===== src/rtl/wheel_encoder_pkg.sv =====
`default_nettype none
// ============================================================================
//  Module      : wheel_encoder_pkg
//  Description : Shared types and helpers for the wheel quadrature decoder.
//                step_t classifies one sampled transition of an {A,B} pair;
//                decode_step() maps {prev,cur} onto that classification.
//  Revision    : 1.0 - initial release
// ============================================================================
package wheel_encoder_pkg;

   typedef enum logic [1:0] {
      STEP_NONE = 2'd0,
      STEP_FWD  = 2'd1,
      STEP_REV  = 2'd2,
      STEP_ERR  = 2'd3
   } step_t;

   // Priming counter value at which decoding is enabled (3 clocks after reset).
   localparam logic [1:0] PRIME_DONE = 2'd3;

   // Gray order 00 -> 01 -> 11 -> 10 -> 00 is forward ({A,B} bit order).
   // Any change of both bits in one sample is an illegal transition.
   function automatic step_t decode_step(input logic [1:0] prev, input logic [1:0] cur);
      step_t s;
      case ({prev, cur})
         4'b0001, 4'b0111, 4'b1110, 4'b1000: s = STEP_FWD;
         4'b0100, 4'b1101, 4'b1011, 4'b0010: s = STEP_REV;
         4'b0000, 4'b0101, 4'b1111, 4'b1010: s = STEP_NONE;
         default:                            s = STEP_ERR;
      endcase
      return s;
   endfunction

endpackage
`default_nettype wire


===== src/rtl/wheel_encoder_quad_decoder.sv =====
`default_nettype none
// ============================================================================
//  Module      : wheel_encoder_quad_decoder
//  Description : One wheel of the quadrature decoder. Synchronizes the A/B
//                pins, decodes x4 steps into a wrapping position count, keeps
//                last direction and a sticky illegal-transition flag, and
//                accumulates a saturating per-window speed.
//  Ports       : clk_i, rst_ni  - clock, asynchronous active-low reset
//                a_i, b_i       - raw encoder pins (asynchronous)
//                clr_i          - synchronous clear of position and error
//                tc_i           - window terminal-count strobe from the top
//                pos_o          - signed position in quadrature edges
//                spd_o          - signed edges in the last completed window
//                dir_o          - last valid step direction (1 = reverse)
//                err_o          - sticky illegal-transition flag
//  Revision    : 1.0 - initial release
// ============================================================================
module wheel_encoder_quad_decoder
   import wheel_encoder_pkg::*;
#(
   parameter int CNT_W  = 16,
   parameter int SPD_W  = 12,
   parameter bit INVERT = 1'b0
) (
   input  logic                    clk_i,
   input  logic                    rst_ni,
   input  logic                    a_i,
   input  logic                    b_i,
   input  logic                    clr_i,
   input  logic                    tc_i,
   output logic signed [CNT_W-1:0] pos_o,
   output logic signed [SPD_W-1:0] spd_o,
   output logic                    dir_o,
   output logic                    err_o
);

   localparam logic [CNT_W-1:0] POS_ONE = CNT_W'(1);
   localparam logic [SPD_W-1:0] ACC_ONE = SPD_W'(1);
   localparam logic [SPD_W-1:0] ACC_MAX = {1'b0, {(SPD_W-1){1'b1}}};
   localparam logic [SPD_W-1:0] ACC_MIN = {1'b1, {(SPD_W-1){1'b0}}};

   logic [1:0]       sync1_q, sync2_q, prev_q;
   logic [1:0]       prime_q, prime_d;
   logic [CNT_W-1:0] pos_q, pos_d;
   logic [SPD_W-1:0] acc_q, acc_d, spd_q, spd_d, acc_sum;
   logic             dir_q, dir_d, err_q, err_d;

   step_t            step_w;
   logic             step_vld_w, step_up_w;

   // Decode is held off until prev has been loaded from a settled cur, so an
   // idle nonzero pin state after reset does not look like a double-bit jump.
   always_comb begin
      step_w = STEP_NONE;
      if (prime_q == PRIME_DONE) begin
         step_w = decode_step(prev_q, sync2_q);
      end
      step_vld_w = (step_w == STEP_FWD) || (step_w == STEP_REV);
      step_up_w  = (step_w == STEP_FWD) ^ INVERT;
   end

   always_comb begin
      prime_d = (prime_q == PRIME_DONE) ? prime_q : prime_q + 2'd1;
      pos_d   = pos_q;
      dir_d   = dir_q;
      err_d   = err_q;
      acc_sum = acc_q;

      if (step_vld_w) begin
         pos_d = step_up_w ? pos_q + POS_ONE : pos_q - POS_ONE;
         dir_d = ~step_up_w;
         // Speed accumulator clamps at the signed limits instead of wrapping.
         if (step_up_w && (acc_q != ACC_MAX)) begin
            acc_sum = acc_q + ACC_ONE;
         end else if (!step_up_w && (acc_q != ACC_MIN)) begin
            acc_sum = acc_q - ACC_ONE;
         end
      end

      if (step_w == STEP_ERR) begin
         err_d = 1'b1;
      end

      // Clear beats a simultaneous step; dir and speed path keep running.
      if (clr_i) begin
         pos_d = '0;
         err_d = 1'b0;
      end

      // The terminal cycle's own step is included in the published value.
      acc_d = tc_i ? '0      : acc_sum;
      spd_d = tc_i ? acc_sum : spd_q;
   end

   always_ff @(posedge clk_i or negedge rst_ni) begin
      if (!rst_ni) begin
         sync1_q <= '0;
         sync2_q <= '0;
         prev_q  <= '0;
         prime_q <= '0;
         pos_q   <= '0;
         dir_q   <= 1'b0;
         err_q   <= 1'b0;
         acc_q   <= '0;
         spd_q   <= '0;
      end else begin
         sync1_q <= {a_i, b_i};
         sync2_q <= sync1_q;
         prev_q  <= sync2_q;
         prime_q <= prime_d;
         pos_q   <= pos_d;
         dir_q   <= dir_d;
         err_q   <= err_d;
         acc_q   <= acc_d;
         spd_q   <= spd_d;
      end
   end

   assign pos_o = pos_q;
   assign spd_o = spd_q;
   assign dir_o = dir_q;
   assign err_o = err_q;

endmodule
`default_nettype wire


===== src/rtl/wheel_encoder.sv =====
`default_nettype none
// ============================================================================
//  Module      : wheel_encoder
//  Description : Dual-wheel quadrature decoder. Two per-wheel decoders share
//                one speed sample window counter whose terminal count latches
//                both speeds and raises a one-cycle spd_valid_o.
//  Ports       : clk_i, rst_ni         - clock, asynchronous active-low reset
//                ela_i/elb_i, era_i/erb_i - left/right encoder pins
//                clr_i                 - clear positions and error flags
//                pos_l_o, pos_r_o      - signed positions
//                spd_l_o, spd_r_o      - signed edges per window
//                spd_valid_o           - speed update strobe
//                dir_l_o, dir_r_o      - last step direction (1 = reverse)
//                err_l_o, err_r_o      - sticky illegal-transition flags
//  Revision    : 1.0 - initial release
// ============================================================================
module wheel_encoder #(
   parameter int CLK_HZ        = 12_000_000,
   parameter int WINDOW_CYCLES = 1_200_000,
   parameter int CNT_W         = 16,
   parameter int SPD_W         = 12,
   parameter int INVERT_L      = 0,
   parameter int INVERT_R      = 0
) (
   input  logic                    clk_i,
   input  logic                    rst_ni,
   input  logic                    ela_i,
   input  logic                    elb_i,
   input  logic                    era_i,
   input  logic                    erb_i,
   input  logic                    clr_i,
   output logic signed [CNT_W-1:0] pos_l_o,
   output logic signed [CNT_W-1:0] pos_r_o,
   output logic signed [SPD_W-1:0] spd_l_o,
   output logic signed [SPD_W-1:0] spd_r_o,
   output logic                    spd_valid_o,
   output logic                    dir_l_o,
   output logic                    dir_r_o,
   output logic                    err_l_o,
   output logic                    err_r_o
);

   logic tc_w;
   logic spd_valid_q;

   generate
      if (WINDOW_CYCLES >= 2 && CLK_HZ > 0) begin : g_window
         localparam int               WIN_W    = $clog2(WINDOW_CYCLES);
         localparam logic [WIN_W-1:0] WIN_LAST = WIN_W'(WINDOW_CYCLES - 1);

         logic [WIN_W-1:0] win_q, win_d;

         assign tc_w  = (win_q == WIN_LAST);
         assign win_d = tc_w ? '0 : win_q + WIN_W'(1);

         always_ff @(posedge clk_i or negedge rst_ni) begin
            if (!rst_ni) begin
               win_q <= '0;
            end else begin
               win_q <= win_d;
            end
         end
      end else begin : g_no_window
         // Invalid configuration: speed path never publishes.
         assign tc_w = 1'b0;
      end
   endgenerate

   always_ff @(posedge clk_i or negedge rst_ni) begin
      if (!rst_ni) begin
         spd_valid_q <= 1'b0;
      end else begin
         spd_valid_q <= tc_w;
      end
   end

   assign spd_valid_o = spd_valid_q;

   wheel_encoder_quad_decoder #(
      .CNT_W  (CNT_W),
      .SPD_W  (SPD_W),
      .INVERT (INVERT_L != 0)
   ) u_dec_l (
      .clk_i  (clk_i),
      .rst_ni (rst_ni),
      .a_i    (ela_i),
      .b_i    (elb_i),
      .clr_i  (clr_i),
      .tc_i   (tc_w),
      .pos_o  (pos_l_o),
      .spd_o  (spd_l_o),
      .dir_o  (dir_l_o),
      .err_o  (err_l_o)
   );

   wheel_encoder_quad_decoder #(
      .CNT_W  (CNT_W),
      .SPD_W  (SPD_W),
      .INVERT (INVERT_R != 0)
   ) u_dec_r (
      .clk_i  (clk_i),
      .rst_ni (rst_ni),
      .a_i    (era_i),
      .b_i    (erb_i),
      .clr_i  (clr_i),
      .tc_i   (tc_w),
      .pos_o  (pos_r_o),
      .spd_o  (spd_r_o),
      .dir_o  (dir_r_o),
      .err_o  (err_r_o)
   );

endmodule
`default_nettype wire


===== config.mk =====
export PLATFORM = sky130hd
export DESIGN_NAME = wheel_encoder
export DESIGN_NICKNAME = d
export VERILOG_FILES = /design/src/rtl/wheel_encoder_pkg.sv /design/src/rtl/wheel_encoder_quad_decoder.sv /design/src/rtl/wheel_encoder.sv
export SDC_FILE = /design/constraint.sdc
export NUM_CORES = 1
export LEC_CHECK = 0
export CORE_MARGIN = 2
export CORE_UTILIZATION = 40
export DETAILED_ROUTE_END_ITERATION = 10
export DONT_BUFFER_PORTS = 1
export GPL_TIMING_DRIVEN = 0
export PLACE_DENSITY = 0.59
export SYNTH_ARGS = -nofsm -noshare
export SYNTH_HDL_FRONTEND = slang
export SYNTH_SLANG_ARGS = --single-unit

===== constraint.sdc =====
create_clock -name clk_i -period 4 [get_ports clk_i]
set_input_delay 1 -clock clk_i [delete_from_list [all_inputs] [get_ports clk_i]]
set_output_delay 1 -clock clk_i [all_outputs]
set_load 0.02 [all_outputs]

### Word level (Yosys, flattened, before mapping)

Memories as Yosys holds them, arrays and structs flattened.
Cells that the tools add are included.
Widths: inputs -> output; s select.

* divide/modulo/power cells: 0
* equal/unequal tests: 13
* reduce and logical (&&, ||, !) cells: 12
* $lt $le $gt $ge: 0
* multiply operators: 0
* $add $sub $neg: 11
* bitwise gates (word level): 2
* shift-type cells: 0
* muxes and demuxes: 21

Operator list (number)
* $mux 12: 8
* $mux 16: 6
* $add 16x1->16 const B: 2
* $sub 16x1->16 const B: 2
* $add 12x1->12 const B: 2
* $ne 12x11->1 const B: 2
* $ne 12x12->1 const B: 2
* $sub 12x1->12 const B: 2
* $add 21x1->21 const B: 1
* $eq 21x21->1 const B: 1
* $mux 21: 1
* $eq 2x2->1 const B: 6
* $reduce_bool 2->1: 4
* $add 2x1->2 const B: 2
* $eq 2x1->1 const B: 2
* $logic_and 1x1->1: 4
* $mux 1: 4
* $mux 2: 2
* $logic_not 1->1: 2
* $logic_or 1x1->1: 2
* $not 1->1: 2

* bits in read-only memories: 64
* flip-flop bits (word level): 122
* memories kept: 2
* word-level logic and storage cells: 81
* input bits: 7
* bits in latches: 0
* output and inout port bits: 61
* RAM bits: 0

Memories
* (no name shown): words 16, width 2, rd ports 1, clocked after memory_dff 0, wr ports 0, RTL line wheel_encoder_pkg.sv:25 `case ({prev, cur})`
* (no name shown): words 16, width 2, rd ports 1, clocked after memory_dff 0, wr ports 0, RTL line wheel_encoder_pkg.sv:25

### Depth between registers and ports, before layout

Gate-level depths: netlist of the first run.

* word-level depth: 9
* gate-level depth with buffers: 15
* mapped depth without buffers: 13

### Modules after synthesis

Synthesis of the first run repeated with hierarchy kept, for this count alone.

* cell total of the unflattened synthesis: 777
* area total of the unflattened synthesis: 7347.0 µm²

By module, submodules not included
* wheel_encoder_quad_decoder at u_dec_l: area an instance 3289.4 µm², times used 1, cells each 355, seq. area each 1251.2 µm²
* wheel_encoder_quad_decoder at u_dec_r: area an instance 3030.4 µm², times used 1, cells each 325, seq. area each 1251.2 µm²
* wheel_encoder: area an instance 1027.2 µm², times used 1, cells each 97, seq. area each 550.5 µm²

### Least setup slack after synthesis of the first run

OpenSTA, ideal clock, no wires.

* path type: flip-flop to flip-flop
* start: register u_dec_r.prev_q[1]
* end: register u_dec_r.pos_q[15] (netlist: u_dec_r.pos_o[15])
* period minus slack after synthesis: 3533 ps
* slack: 467 ps
* required time: 3875 ps
* arrival: 3408 ps
* library setup time: 125 ps
* stages on the path, launching flop included: 13
* buffers on the path: 1
* cell sequence: dfrtp_1 > nor2b_1 > a211o_1 > and3_1 > ha_1 > buf_2 > inv_1 > ha_1 > a21o_1 > or4_1 > o22ai_1 > mux2i_1 > mux2_2

* longest elaborated chain between the ends: 6
* elaborated cells between the ends (all ways): 9
* classes of those cells: 2 x eq/ne; 4 x mux; 2 x reduce/logical; 1 x memory

Ends and longest elaborated chain
* start, declared: RTL line wheel_encoder_quad_decoder.sv:42 `logic [1:0] sync1_q, sync2_q, prev_q;`
* start signal, assigned: RTL line wheel_encoder_quad_decoder.sv:109 `prev_q <= sync2_q;`
* $mem_v2 16x2 *
* $mux 2 *: RTL line wheel_encoder_quad_decoder.sv:55 `if (prime_q == PRIME_DONE) begin`
* $eq 2x1->1: RTL line wheel_encoder_quad_decoder.sv:58, wheel_encoder_quad_decoder.sv:59
* $mux 16: RTL line wheel_encoder_quad_decoder.sv:70 `pos_d = step_up_w ? pos_q + POS_ONE : pos_q - POS_ONE;`
* $mux 16: RTL line wheel_encoder_quad_decoder.sv:69 `if (step_vld_w) begin`
* $mux 16: RTL line wheel_encoder_quad_decoder.sv:85 `if (clr_i) begin`
* end signal, assigned: RTL line wheel_encoder_quad_decoder.sv:111 `pos_q <= pos_d;`
* end, declared: RTL line wheel_encoder_quad_decoder.sv:44 `logic [CNT_W-1:0] pos_q, pos_d;`

Every way passes the cells marked *; elsewhere a longest branch is shown, timed or not. The select of a mux whose other input is x is not followed.
A chain may end at the register's enable or synchronous reset.

### Worst setup path after layout of the first run

* start: register u_dec_r.sync2_q[1]
* end: register u_dec_r.pos_q[15] (netlist: u_dec_r.pos_o[15])

* longest elaborated chain between the ends: 6
* elaborated cells between the ends (all ways): 9
* classes of those cells: 2 x eq/ne; 4 x mux; 2 x reduce/logical; 1 x memory

Ends and longest elaborated chain
* start, declared: RTL line wheel_encoder_quad_decoder.sv:42
* start signal, assigned: RTL line wheel_encoder_quad_decoder.sv:108 `sync2_q <= sync1_q;`
* $mem_v2 16x2 *
* $mux 2 *: RTL line wheel_encoder_quad_decoder.sv:55
* $eq 2x1->1: RTL line wheel_encoder_quad_decoder.sv:58, wheel_encoder_quad_decoder.sv:59
* $mux 16: RTL line wheel_encoder_quad_decoder.sv:70
* $mux 16: RTL line wheel_encoder_quad_decoder.sv:69
* $mux 16: RTL line wheel_encoder_quad_decoder.sv:85

Marks and branches as above.

==> impl_metrics.ini, run 1 <==
[setup_path]
crit_slowest_cell = or4_1
cp_data_arrival_time_ns = 4.02
worst-path-buf-inv = 2
worst-path-max-fanout = 11
crit_type = reg2reg
ff2ff_path_depth = 12
regToRegEndpoint = u_dec_r.pos_o[15]
timing.rr.start = u_dec_r.sync2_q[1]
cpPeakStageDelay_ns = 0.47
path_cells = nor2b_1, a211o_1, and3_1, ha_1, buf_2, clkinvlp_4, ha_1, a21o_1, or4_1, o22ai_1, mux2i_1, mux2_2
crit_top_cell = ha_1
cpLargestDelayFamily = simple AND/OR/NAND/NOR gates
r2r_slack_ns = 0.28
required_ns = 4.30
crit_path_start_kind = flip-flop
end_kind = flip-flop

[floorplanning]
core_um2 = 17900
num_rows = 49
die_x_um = 139
start_util_pct = 40.5
die_area_um2 = 19200
die_y_um = 139
io_pins = 68

[power_and_ir_drop]
power_density_nw_per_um2 = 722
p_leak_nw = 3.55
ir_drop_mv = 0.299

[clocking]
cts_tree = yes
cts_made_buffers = 17
clock-root-buffer = clkbuf_16
cts.sinks = 122
worstSkewPairLatency_ns = 0.42
htree_levels = 4
clk_path_buf_depth = 2
path_clk_slew_ns = 0.05

[yosys]
synth_cell_types = 77
yosysSeqAreaShare_pct = 42.1
synth_top_area_share_pct = 42.1
syn_avg_cell_area_um2 = 9.35
syn_inst = 776
yosys_warnings = 0
yosys_register_bits = 122
synth_async_sr_flop_share_pct = 100
synth_fp_nets = 830
syn_area_um2 = 7260
synth_flop_cell = dfrtp_1
yosys-top-cells-area = dfrtp_1 42%, ha_1 7.8%, nor2_1 4.6%
synth_edf_count = 0
synth_largest_area_cell = dfrtp_1

[timing]
fin_crit_ns = 3.72
hold_violations = 0
skew_ns = 0.00649
final_max_slew_viol_count = 0
finalCritPeriodShare_pct = 93.1
max_freq_ghz = 0.269
slew_headroom_pct = 50.7
rsz0062_at_grt = false
setup_violations = 0
worst_pin_slew_ns = 0.733

[final_layout]
fin_nets = 856
layout-drive-gt1-share_pct = 9.72
num_antenna_cells = 0
area_growth_pct = 12.8
final_cells = 1042
fin_area_um2 = 8190
mostFrequentLayoutCells = 122 x dfrtp_1, 89 x nor2_1, 73 x nand2_1
final_common_cell = dfrtp_1

[drt]
ant_nets = 0
post_drt_wl_per_cell_um = 16.7
postRouteWirelength_um = 17400
drc = 0
dr_total_vias = 5781
drt-vias-per-instance = 5.55
drtPass1Iterations = 5
drt_iter0_drc = 494

[grt]
grtUsageTotal_pct = 18.3
grt_overflow_total = 0
grt_pass1_vias = 5511
antenna_found_initial = 0
grt_pass1_wl_um = 28800
grt_max_degree = 123

[flow_run]
cap_violations = 0

[worst_hold_path]
min_path_type = in2async

[status]
outcome = completed

[placement]
finalWeightedCongestion = 0.849
placed_area_um2 = 7540
dp.cells = 1005
numPortBuffers = 0
detailed_place_hpwl_um = 12100
[kinds of logic after synthesis]
family | Yosys count | synth area share (%)
adder cells (fa/ha/maj) | 47 | 8.31
buffers and inverters | 58 | 3.43
multiplexers | 14 | 2.00
AND/OR/NAND/NOR | 299 | 21.1
XOR/XNOR | 55 | 6.84
flip-flops | 122 | 42.1
AO/OA/AOI/OAI | 181 | 16.2
[synth_stat cells (all sizes together), types with 17 or more instances]
master,count
dfrtp,122
nor2,90
nand2,74
o21ai,52
a21oi,46
ha,45
nand3,32
xnor2,32
inv,23
xor2,23
clkbuf,18
buf,17
[metrics by stage]
step / hold slack (ns) / utilization (%) / setup WS, ns / TNS, ns / total power [mW]
6_report: 0.280 / 45.7 / 0.277 / 0 / 5.91
5_1_grt: 0.264 / 45.7 / 0.00812 / 0 / 6.32
4_1_cts: 0.259 / 45.7 / 0.101 / 0 / 5.92
3_5_place_dp: 0.336 / 42.1 / -0.211 / -0.356 / 4.33
3_3_place_gp: 0.333 / 42.1 / -0.230 / -0.379 / 4.30
2_1_floorplan: 0.331 / - / 0.467 / 0 / 3.81
[final cells by class]
cell class	count	area, um^2
Sequential cell	122	3050
Clock inverter	9	123
Timing Repair inverter	1	7.51
Fill cell	1748	9710
Clock buffer	21	460
Tap cell	229	287
Multi-Input combinational cell	596	3960
Inverter	23	93.8
Timing Repair Buffer	6	45.0
Buffer	35	164
[flip-flops by register name, indices dropped and copies added, names as in the netlist, 12 cells and up]
signal	cells
u_dec_r.acc_q	12
u_dec_l.pos_o	16
g_window.win_q	21
u_dec_l.spd_o	12
u_dec_r.spd_o	12
u_dec_r.pos_o	16
u_dec_l.acc_q	12
[repair_timing]
item,CTS,global route
pin swaps,0,0
setup endpoints to repair,4,5
buffers inserted,6,0
gates resized for setup,3,2
cloned,0,1
hold buffers,0,0
[metal layers]
| metal | global-route usage (%) | wire, um |
|---|---|---|
| met3 | 3.76 | 694 |
| met1 | 26.1 | 8540 |
| met2 | 28.1 | 7930 |
| met5 | 0 | 0 |
| met4 | 5.64 | 229 |
[how the worst max path moves through the flow]
stage	from	endpoint	slack (ns)	depth (start not counted)
2_1_floorplan	u_dec_r.prev_q[1]	u_dec_r.pos_o[15]	0.47	12
3_3_place_gp	u_dec_l.sync2_q[1]	u_dec_l.pos_o[15]	-0.23	14
3_5_place_dp	u_dec_l.sync2_q[1]	u_dec_l.pos_o[15]	-0.21	14
4_1_cts	u_dec_r.sync2_q[1]	u_dec_r.pos_o[15]	0.10	12
5_1_grt	u_dec_l.sync2_q[1]	u_dec_l.pos_o[15]	0.008	15
6_report	u_dec_r.sync2_q[1]	u_dec_r.pos_o[15]	0.28	12
[power breakdown]
| part | switching (mW) | internal, mW |
|---|---|---|
| combinational | 1.36 | 1.01 |
| clock | 0.544 | 0.998 |
| sequential | 0.504 | 1.49 |
| total | 2.41 | 3.50 |
Note: power is estimated with default switching activity, not from simulation.
==> inputs of run 2 (changes only) <==
CORE_ASPECT_RATIO = 1.4   (was unset)
==> impl_metrics.ini, run 2 (synthesis gave the netlist of run 1 again) <==
[clocking]
clock-root-buffer = clkbuf_16
path_clk_slew_ns = 0.06
htree_levels = 4
cts.sinks = 122
clk_path_buf_depth = 2
hold_buffers = 0
cts_made_buffers = 17
cts_tree = yes
worstSkewPairLatency_ns = 0.43

[drt]
ant_nets = 0
post_drt_wl_per_cell_um = 16.7
dr_total_vias = 5756
postRouteWirelength_um = 17600
drt_iter0_drc = 366
drc = 0
drtPass1Iterations = 4
drt-vias-per-instance = 5.47

[placement]
detailed_place_hpwl_um = 12300
finalWeightedCongestion = 0.870
pre_cts_slack_ns = -0.0882
numPortBuffers = 0
dp.cells = 1016
placed_area_um2 = 7560

[final_layout]
layout-drive-gt1-share_pct = 9.85
final_common_cell = dfrtp_1
post-route-util_pct = 45.8
top_register = g_window.win_q
num_antenna_cells = 0
fin_area_um2 = 8180
largest_reg_flops = 21
mostFrequentLayoutCells = 122 x dfrtp_1, 89 x nor2_1, 73 x nand2_1
area_growth_pct = 12.7
fin_nets = 856
final_cells = 1052

[setup_path]
end_kind = flip-flop
crit_type = reg2reg
cp_data_arrival_time_ns = 3.98
worst-path-max-fanout = 11
crit_path_start_kind = flip-flop
crit_top_cell = ha_1
path_cells = nor2b_1, a211o_1, and3_1, ha_1, buf_2, clkinvlp_4, buf_4, ha_1, a21o_1, or4_1, o22ai_1, mux2i_1, mux2_2
required_ns = 4.29
crit_slowest_cell = or4_1
cpPeakStageDelay_ns = 0.47

[floorplanning]
io_pins = 68
die_y_um = 163
die_x_um = 118
core_um2 = 17900
start_util_pct = 40.7
die_area_um2 = 19300
num_rows = 58

[timing]
fin_ws_ns = 0.315
fin_crit_ns = 3.68
finalSetupTns_ns = 0
final_max_slew_viol_count = 0
setup_violations = 0
slew_headroom_pct = 45.7
skew_ns = 0.0162
rsz0062_at_grt = false
hold-worst-slack_ns = 0.275
max_freq_ghz = 0.271
hold_violations = 0
finalCritPeriodShare_pct = 92.1
worst_pin_slew_ns = 0.807

[grt]
grt_overflow_total = 0
grt_pass1_vias = 5747
antenna_found_initial = 0
grtUsageTotal_pct = 19.2
grt_pass1_wl_um = 29400
grt_max_degree = 123

[power_and_ir_drop]
power_density_nw_per_um2 = 705
p_leak_nw = 3.53
power.total_mw = 5.77
ir_drop_mv = 0.329

[status]
outcome = completed

[flow_run]
cap_violations = 0

[worst_hold_path]
min_path_type = in2async
## run 2: worst paths after layout
| path | from | end | slack (ns) | depth (start not counted) |
|---|---|---|---|---|
| worst max-delay path | u_dec_r.sync2_q[1] | u_dec_r.pos_o[15] | 0.32 | 13 |
| worst min-delay path | rst_ni | u_dec_r.pos_o[1] | 0.27 | 0 |
| worst max register to register | u_dec_r.sync2_q[1] | u_dec_r.pos_o[15] | 0.32 | 13 |
| worst min register to register | u_dec_l.sync1_q[0] | u_dec_l.sync2_q[0] | 0.35 | 0 |
| max in group asynchronous | rst_ni | u_dec_r.sync2_q[0] | 3.53 | 0 |
| min in group clk_i | u_dec_l.sync1_q[0] | u_dec_l.sync2_q[0] | 0.35 | 0 |
## run 2: layout make-up
type                            instances  area [um^2]
Buffer                                 34          160
Clock buffer                           21          470
Clock inverter                          8         72.6
Fill cell                            1791         9670
Inverter                               23         93.8
Multi-Input combinational cell        596         3960
Sequential cell                       122         3050
Tap cell                              240          300
Timing Repair Buffer                    7         65.1
Timing Repair inverter                  1         7.51
## run 2: metal layers
metal	GRT usage, %	wire [um]	share of wire, %
met1	22.5	7550	43
met2	33.5	8970	51
met3	5.20	758	4.3
met5	0	0	0
met4	7.28	327	1.9
## run 2: repair_timing
item / CTS / global route
setup buffers: 6 / 1
endpoints found under the hold margin: 0 / 0
cloned: 0 / 1
endpoints found under the setup margin: 2 / 9
resized for setup: 2 / 3
## run 2: power breakdown
part | switching (mW) | internal, mW | total (mW)
registers | 0.499 | 1.49 | 1.99
clock network | 0.545 | 0.886 | 1.43
logic | 1.33 | 1.01 | 2.34
total | 2.38 | 3.39 | 5.77
## run 2: worst max-delay path: cells and delay by family (launching register included)
kind                     cells  cell delay [ns]
adder cells (fa/ha/maj)      2             0.51
AO/OA/AOI/OAI                3             0.61
flip-flops                   1             0.43
buffers and inverters        3             0.60
multiplexers                 2             0.58
AND/OR/NAND/NOR              3             0.83
==> inputs of run 3 (changes only) <==
CORE_MARGIN = unset   (was 2)
RECOVER_POWER = 100   (was unset)
TNS_END_PERCENT = 20   (was unset)
==> impl_metrics.ini, run 3 (synthesis gave the netlist of run 1 again) <==
[status]
outcome = completed

[final_layout]
num_antenna_cells = 0
final_common_cell = dfrtp_1
largest_reg_flops = 21
fin_area_um2 = 8190
mostFrequentLayoutCells = 122 x dfrtp_1, 89 x nor2_1, 74 x nand2_1
layout-drive-gt1-share_pct = 8.50
fin_nets = 853
fill_cells = 1704
post-route-util_pct = 46.7
area_growth_pct = 12.8
top_register = g_window.win_q

[drt]
postRouteWirelength_um = 18200
post_drt_wl_per_cell_um = 17.4
drt-vias-per-instance = 5.65
dr_total_vias = 5919
ant_nets = 0
drc = 0
drtPass1Iterations = 5
drt_iter0_drc = 334

[power_and_ir_drop]
switchingPower_mw = 2.41
power.internal_mw = 3.64
ir_drop_mv = 0.406
power.share.sequential_pct = 32.8
switching_share_pct = 39.9
power_density_nw_per_um2 = 740
p_comb_share_pct = 38.9
power_frac_clock_pct = 28.3
p_leak_nw = 3.56

[setup_path]
path_cells = nor2b_1, a211o_1, and3_1, ha_1, buf_2, clkinvlp_4, ha_1, a21o_1, or4_1, o22ai_1, mux2i_1, mux2_2
crit_slowest_cell = or4_1
cpPeakStageDelay_ns = 0.50
crit_path_start_kind = flip-flop
crit_type = reg2reg
end_kind = flip-flop
worst-path-max-fanout = 11
required_ns = 4.30
crit_top_cell = ha_1
cp_data_arrival_time_ns = 4.03

[clocking]
worstSkewPairLatency_ns = 0.41
clock-root-buffer = clkbuf_16
path_clk_slew_ns = 0.06
clk_path_buf_depth = 2
cts_tree = yes
cts_made_buffers = 17
htree_levels = 4
cts.sinks = 122

[grt]
grtUsageMet2_pct = 36.6
grtUsageTotal_pct = 20.5
grt_overflow_total = 0
grt_pass1_vias = 6055
grtUsageMet3_pct = 4.92
grt_pass1_wl_um = 29800
grt-busiest-layer = met2
antenna_found_initial = 0
grtUsageMet1_pct = 22.5
grt_max_degree = 123

[placement]
finalWeightedCongestion = 0.901
numPortBuffers = 0
pre_cts_slack_ns = -0.183
placed_area_um2 = 7550
detailed_place_hpwl_um = 13000

[floorplanning]
io_pins = 68
die_x_um = 116
start_util_pct = 41.4
core_um2 = 17500
die_area_um2 = 18700
die_y_um = 161
num_rows = 57

[timing]
rsz0062_at_grt = false
hold_violations = 0
finalCritPeriodShare_pct = 93.1
final_max_slew_viol_count = 0
worst_pin_slew_ns = 1.12
slew_headroom_pct = 24.8
setup_violations = 0
fin_ws_ns = 0.274
fin_crit_ns = 3.73
max_freq_ghz = 0.268
finalSetupTns_ns = 0
skew_ns = 0.00724

[worst_hold_path]
min_path_type = in2async

[flow_run]
cap_violations = 0
run 3: cell count changes in the layout (fill, tap and decap cells not counted), sizes merged:
cell	change
buf	-8
bufinv	+4
clkbuf	+4
clkinv	+1
clkinvlp	-1
run 3: power groups by stage:
stage | Clock [mW] | Sequential [mW] | Combinational [mW]
6_report | 1.71 | 1.99 | 2.35
5_1_grt | 1.82 | 2.03 | 2.63
4_1_cts | 1.76 | 1.99 | 2.37
3_5_place_dp | 0 | 2.01 | 2.34
3_3_place_gp | 0 | 2.00 | 2.29
2_1_floorplan | 0 | 1.91 | 1.90
run 3: worst max-delay path, delay by kind of cell, from the launching register on:
kind | cells | cell delay (ns)
buf+inv | 2 | 0.63
compound gates | 3 | 0.52
flops | 1 | 0.44
simple gates | 3 | 0.86
fa+ha+maj | 2 | 0.60
mux | 2 | 0.58
run 3: final cells by class:
type	instances	area [um^2]	area share (%)
Buffer	34	153	1.86
Multi-Input combinational cell	596	3890	47.5
Timing Repair inverter	1	7.51	0.0917
Inverter	23	91.3	1.12
Sequential cell	122	3050	37.3
Clock inverter	12	194	2.37
Timing Repair Buffer	4	38.8	0.474
Clock buffer	20	467	5.70
Tap cell	236	295	3.61
run 3: repair_timing:
action                     4_1_cts  5_1_grt
setup buffers                    4        0
hold buffers                     0        0
pin swaps                        0        0
resized for setup                3        4
gates cloned                     0        1
setup endpoints to repair        6       10
run 3: path summary, 6_finish.rpt:
path / slack [ns] / end / start / cells after the start
max reg2reg: 0.27 / u_dec_r.pos_o[15] / u_dec_r.sync2_q[1] / 12
min reg2reg: 0.35 / u_dec_l.sync2_q[1] / u_dec_l.sync1_q[1] / 0
max in group asynchronous: 3.50 / u_dec_r.sync2_q[0] / rst_ni / 0
min in group clk_i: 0.35 / u_dec_l.sync2_q[1] / u_dec_l.sync1_q[1] / 0
min: 0.28 / u_dec_l.pos_o[12] / rst_ni / 0
max: 0.27 / u_dec_r.pos_o[15] / u_dec_r.sync2_q[1] / 12
run 3: per-layer routing:
layer	vias up	wire, um
met5	-	0
met4	0	519
met3	34	736
met2	123	9790
met1	2928	7170
li1	2834	-
run 3: metrics by stage:
stage,power [mW],hold slack (ns),instances
2_1_floorplan,3.81,0.331,776
3_3_place_gp,4.30,0.337,1012
3_5_place_dp,4.35,0.335,1012
4_1_cts,6.12,0.264,1048
5_1_grt,6.47,0.257,1048
6_report,6.06,0.279,1048
